File: src/rtl/dcache_miss_ctrl.sv
// Data-cache miss sequencer: pick the victim by miss count, write it back if dirty, refill it, then release the stall.
// Stall is combinational on a miss; memory handshakes (mem_ready/mem_valid) pace each word, and all WB outputs hold until mem_ready.
module dcache_miss_ctrl #(
    parameter int ADDRBITS      = 32,
    parameter int DATABITS      = 32,
    parameter int CACHEADDRBITS = 5,
    parameter int LSBITS        = 2,
    parameter int LINENUM       = 4,
    parameter int CNTMISSBITS   = 8
) (
    input  logic                            clk,
    input  logic                            reset_n,
    input  logic [ADDRBITS-1:0]             dcache_addr,
    input  logic                            dcache_rdreq,
    input  logic                            dcache_wrreq,
    output logic                            dcache_stall,
    input  logic [LINENUM-1:0]              line_miss,
    input  logic [LINENUM-1:0]              line_dirty,
    input  logic [LINENUM*CNTMISSBITS-1:0]  flush_cnt_miss,
    input  logic [LINENUM*ADDRBITS-1:0]     line_mem_addr,
    input  logic [LINENUM*DATABITS-1:0]     line_out,
    output logic [LINENUM-1:0]              flush_mode,
    output logic                            flush_write,
    output logic [CACHEADDRBITS-1:0]        flush_addr,
    output logic                            flush_dirty,
    output logic                            line_in_valid,
    output logic [ADDRBITS-1:0]             mem_addr,
    output logic [DATABITS-1:0]             mem_wdata,
    output logic                            mem_wrreq,
    output logic                            mem_rdreq,
    input  logic                            mem_ready,
    input  logic                            mem_valid
);

    localparam int TAGBITS = ADDRBITS - CACHEADDRBITS - LSBITS;
    localparam int VB      = (LINENUM > 1) ? $clog2(LINENUM) : 1;
    localparam logic [CACHEADDRBITS-1:0] LAST_WORD = {CACHEADDRBITS{1'b1}};

    typedef enum logic [2:0] {S_IDLE, S_SELECT, S_WB, S_FILL, S_DONE} state_t;

    state_t                   state, state_nxt;
    logic [CACHEADDRBITS-1:0] cnt;
    logic [LINENUM-1:0]       victim_oh;
    logic [VB-1:0]            victim_idx, sel_idx;
    logic [TAGBITS-1:0]       req_tag;
    logic                     req_wr;
    logic [CNTMISSBITS-1:0]   best_cnt;
    logic                     miss_req, cnt_last;
    logic [ADDRBITS-1:0]      wb_base;
    logic [DATABITS-1:0]      wb_data;
    logic                     unused_addr_bits;

    assign miss_req     = (dcache_rdreq | dcache_wrreq) & (&line_miss);
    assign cnt_last     = (cnt == LAST_WORD);
    assign dcache_stall = (state != S_IDLE) | miss_req;
    assign wb_base      = line_mem_addr[victim_idx*ADDRBITS +: ADDRBITS];
    assign wb_data      = line_out[victim_idx*DATABITS +: DATABITS];
    assign unused_addr_bits = ^dcache_addr[CACHEADDRBITS+LSBITS-1:0];

    // Strict '>' keeps the lowest index on ties.
    always_comb begin
        sel_idx  = '0;
        best_cnt = flush_cnt_miss[0 +: CNTMISSBITS];
        for (int i = 1; i < LINENUM; i++) begin
            if (flush_cnt_miss[i*CNTMISSBITS +: CNTMISSBITS] > best_cnt) begin
                best_cnt = flush_cnt_miss[i*CNTMISSBITS +: CNTMISSBITS];
                sel_idx  = VB'(i);
            end
        end
    end

    always_ff @(posedge clk or negedge reset_n) begin
        if (!reset_n) state <= S_IDLE;
        else          state <= state_nxt;
    end

    always_comb begin
        state_nxt = state;
        case (state)
            S_IDLE:   if (miss_req) state_nxt = S_SELECT;
            S_SELECT: state_nxt = line_dirty[sel_idx] ? S_WB : S_FILL;
            S_WB:     if (mem_ready && cnt_last) state_nxt = S_FILL;
            S_FILL:   if (mem_valid && cnt_last) state_nxt = S_DONE;
            S_DONE:   state_nxt = S_IDLE;
            default:  state_nxt = S_IDLE;
        endcase
    end

    always_ff @(posedge clk or negedge reset_n) begin
        if (!reset_n) begin
            cnt        <= '0;
            victim_oh  <= '0;
            victim_idx <= '0;
            req_tag    <= '0;
            req_wr     <= 1'b0;
        end else begin
            case (state)
                S_IDLE: begin
                    if (miss_req) begin
                        req_tag <= dcache_addr[ADDRBITS-1 -: TAGBITS];
                        req_wr  <= dcache_wrreq;
                    end
                end
                S_SELECT: begin
                    victim_oh  <= LINENUM'(1) << sel_idx;
                    victim_idx <= sel_idx;
                    cnt        <= '0;
                end
                S_WB:   if (mem_ready) cnt <= cnt_last ? '0 : cnt + CACHEADDRBITS'(1);
                S_FILL: if (mem_valid) cnt <= cnt_last ? '0 : cnt + CACHEADDRBITS'(1);
                default: ;
            endcase
        end
    end

    always_comb begin
        flush_mode    = '0;
        flush_write   = 1'b0;
        flush_addr    = '0;
        flush_dirty   = 1'b0;
        line_in_valid = 1'b0;
        mem_addr      = '0;
        mem_wdata     = '0;
        mem_wrreq     = 1'b0;
        mem_rdreq     = 1'b0;
        case (state)
            S_WB: begin
                mem_wrreq  = 1'b1;
                mem_addr   = wb_base + ADDRBITS'({cnt, {LSBITS{1'b0}}});
                mem_wdata  = wb_data;
                flush_mode = victim_oh;
                flush_addr = cnt;
            end
            S_FILL: begin
                mem_rdreq     = 1'b1;
                mem_addr      = {req_tag, cnt, {LSBITS{1'b0}}};
                flush_mode    = victim_oh;
                flush_addr    = cnt;
                flush_write   = mem_valid;
                line_in_valid = mem_valid;
                flush_dirty   = mem_valid & req_wr;
            end
            default: ;
        endcase
    end

endmodule

File: config.mk
export PLATFORM = sky130hd
export DESIGN_NAME = dcache_miss_ctrl
export DESIGN_NICKNAME = d
export VERILOG_FILES = /design/src/rtl/dcache_miss_ctrl.sv
export SDC_FILE = /design/constraint.sdc
export NUM_CORES = 1
export LEC_CHECK = 0
export ABC_AREA = 1
export CAP_MARGIN = 20
export CORE_AREA = 3 3 158 160
export CTS_CLUSTER_SIZE = 28
export DETAILED_ROUTE_END_ITERATION = 12
export DIE_AREA = 0 0 161 163
export GPL_ROUTABILITY_DRIVEN = 0
export HOLD_SLACK_MARGIN = 0.15
export PLACE_DENSITY = 0.62
export SLEW_MARGIN = 25
export SYNTH_ARGS = -nofsm -noshare
export SYNTH_HDL_FRONTEND = slang
export SYNTH_SLANG_ARGS = --single-unit
File: constraint.sdc
create_clock -name clk -period 9.5 [get_ports clk]
set_input_delay 2.85 -clock clk [delete_from_list [all_inputs] [get_ports clk]]
set_output_delay 2.85 -clock clk [all_outputs]
set_load 0.005 [all_outputs]
==> summary.md <==
| Metric | Value |
|---|---|
| Sequential Power Share | `14.6%` |
| Final hold vios | `0` |
| Fin crit period | `around 8.9 ns` |
| # resized after CTS | `0` |
| Tot GR Track Use | `around a fifth` |
| Initial antenna violation count | `3` |
| Starting DRT DRC Count | `619` |
| Number of max-cap violations | `0` |
| Post-CTS Repair Setup Buffers | `0` |
| Post-synthesis register bit count | `40` |
| Final Util | `43.0%` |
| DP HPWL | `23,700 um` |
| Clk slew on worst S/H paths | `roughly 0.060 ns` |
| Synth-to-Final Area Change | `76.2%` |
| WL final | `29,600 um` |
| Static leakage | `between 4 and 5 nW` |
| Total gr overflow | `0` |
| Sw Ratio | `51.5%` |
| Worst setup margin | `0.637 ns` |
| VDD IR max | `0.151 mV` |
| Placed Cells | `1,672` |
| Clock net sink count | `40` |
| Total CTS buffers | `5` |
| Sequential area share after synthesis | `between 10% and 20%` |
| Port Buffer Count | `405` |
| Final Max Tran Viols | `0` |
| Die X | `approximately 160 um` |
| HP Class | `flop to flop` |
| Skew final | `0.00708 ns` |
| CP Class | `primary input to primary output` |
| Layout Cells excl Fill | `1,682` |
| WL/cell | `17.6 um` |
| RSZ-0062 raised after global routing | `no` |
| Core Area | `between 20,000 and 25,000 sq um` |
| Die ar. | `26,200 sq um` |
| Hold-fix buffer count after cts | `0` |
| Synth warn | `0` |
| Num rows | `56` |
| # setup viols final | `0` |
| Mapped Avg Cell Area | `5.75 sq um` |
| Worst path arrival time | `6.01 ns` |
| Fmax | `113 MHz` |
| Worst EP required | `about 6.7 ns` |
| Root Buffer | `clkbuf_16` |
| DRT antenna net count | `0` |
| Placed Area | `roughly 10000 sq um` |
| Final period utilization | `93.3%` |
| Comb power frac | `78.4%` |
| Vias in the first global route | `~7,600` |
| Design Area, Final | `10,100 sq um` |
| Worst Setup End Kind | `primary output` |
| Global-route wire length before repair | `43,400 um` |
| Nature of the critical path startpoint | `primary input` |
| Max Fanout on Critical Path | `6` |
| Post-place setup slack | `0.645 ns` |
| Mapped Area | `around 5700 sq um` |
| Netlist cell types | `42` |
| Max Root-Sink Buffers | `2` |
| Slew HR | `37.2%` |
| Setup TNS | `0 ns` |
| Outcome | `complete, no violations` |
| Worst-Margin Slew | `0.942 ns` |
| CTS tree | `built` |
| Initial Util | `24.4%` |
| Syn Nets | `1,365` |
| Die height | `roughly 160 um` |
| DRT Pass-1 Iters | `7` |
| Layout Nets | `1,727` |
| Vias per cell | `4.68` |
| Largest net degree at the start of global routing | `between 70 and 80` |
| Clock Power Share | `~7%` |
| Post-synthesis cell count | `999` |
| Worst skew pair latency | `0.28 ns` |
| Share of layout cells above drive strength 1 | `6.09%` |
| Internal power | `0.00114 W` |
| Net Sw Power | `0.00121 W` |
| DRC | `0` |
| # IOs | `413` |
| H-tree levels | `2` |
| Power Dens Cells | `232 nW/um^2` |
| DR vias | `around 7,900` |
## power groups by stage
| stage | clock network [W] | registers (W) | logic [W] |
|---|---|---|---|
| 2_1_floorplan | 0 | 0.000275 | 0.00108 |
| 3_3_place_gp | 0 | 0.000344 | 0.00184 |
| 3_5_place_dp | 0 | 0.000346 | 0.00185 |
| 4_1_cts | 0.000171 | 0.000343 | 0.00186 |
| 5_1_grt | 0.000177 | 0.000358 | 0.00205 |
| 6_report | 0.000164 | 0.000342 | 0.00184 |
## sequential cells by signal, summed over array words and instances (netlist names)
name	cells
cnt	5
req_wr	1
state	3
victim_idx	2
req_tag	25
victim_oh	4
## critical path, stage by stage
cell,delay [ns]
clkdlybuf4s50_1,0.45
o21ai_0,0.09
o22ai_1,0.26
ha_1,0.23
fa_1,0.23
nand3_1,0.11
nand3_1,0.11
nand2_1,0.07
nand2_1,0.16
nand3_1,0.19
nor2_4,0.21
nand2_1,0.16
inv_1,0.10
a21o_1,0.11
nand3_1,0.06
nand2_1,0.08
clkdlybuf4s50_1,0.53
## cells in the mapped netlist (all sizes together)
cell	instances	area, sq um
a22oi	1	7.51
o31ai	1	7.51
xnor2	1	8.76
nand2	253	967
mux2	26	293
buf	31	189
o311ai	1	8.76
o21ai	128	641
dfrtp	40	1000
nand3	81	430
a21oi	57	289
or2	1	6.26
nor3	8	66.3
xor2	1	8.76
o32ai	1	8.76
clkbuf	26	97.6
ha	31	388
o22ai	12	75.1
fa	1	20.0
inv	69	259
a21o	2	15.0
nor4	1	12.5
nor2	209	825
a31oi	2	12.5
and3	1	6.26
o21a	2	15.0
a32o	3	30.0
a21boi	1	7.51
nand4	7	43.8
a22o	1	8.76
## path summary, 6_finish.rpt
path | start | end | slack [ns] | depth (start not counted)
worst max-delay path | line_mem_addr[66] | mem_addr[30] | 0.64 | 17
worst min-delay path | req_tag[18]$_DFFE_PN0P_ | req_tag[18]$_DFFE_PN0P_ | 0.50 | 1
worst max register to register | victim_idx[0]$_DFFE_PN0P_ | victim_idx[0]$_DFFE_PN0P_ | 6.87 | 3
worst min register to register | req_tag[18]$_DFFE_PN0P_ | req_tag[18]$_DFFE_PN0P_ | 0.50 | 1
max in group asynchronous | reset_n | victim_idx[0]$_DFFE_PN0P_ | 6.57 | 2
min in group asynchronous | reset_n | req_tag[11]$_DFFE_PN0P_ | 2.44 | 1
## layer usage
layer  global-route usage [%]  wire, um  part of all wire [%]  up-vias
met5                        0        13                 0.044        -
met4                     5.67       691                   2.3        2
met3                     5.26      2510                   8.5       36
met2                     34.4     13600                    46      305
met1                     27.4     12700                    43     3510
li1                         -         -                     -     4019
## cell usage in the layout, fill, tap and decap left out, types with 12 or more instances in the layout
cell type	n
clkdlybuf4s50_1	404
nand2_1	246
nor2_1	198
o21ai_0	123
nand3_1	76
inv_1	60
a21oi_1	56
dfrtp_1	38
ha_1	31
mux2_2	26
o22ai_1	12
## final cells by class
| class | instances | area [sq um] |
|---|---|---|
| sequential | 40 | 1010 |
| tap | 319 | 399 |
| clock inverter | 3 | 18.8 |
| fill | 2484 | 13400 |
| inverter | 69 | 260 |
| clock buffer | 5 | 125 |
| multi-input combinational | 833 | 4200 |
| timing repair buffer | 412 | 4110 |
| antenna | 1 | 2.50 |
## logic make-up after synthesis
logic type | after synthesis | synth area share [%]
and+or+nand+nor | 561 | 41.0
adders and majority gates | 32 | 7.10
xor gates and xnor gates | 2 | 0.305
AOI/OAI and AO/OA | 212 | 19.6
muxes | 26 | 5.09
DFF | 40 | 17.4
buffers and inverters | 126 | 9.49
## metrics by stage
step | total power [W] | hold WS, ns
after floorplan | 0.00136 | 0.480
after global placement | 0.00218 | 0.488
after detailed placement | 0.00219 | 0.494
after CTS | 0.00237 | 0.508
after global routing | 0.00258 | 0.519
final | 0.00235 | 0.502
No activity file was read; power rests on OpenSTA's default activity.
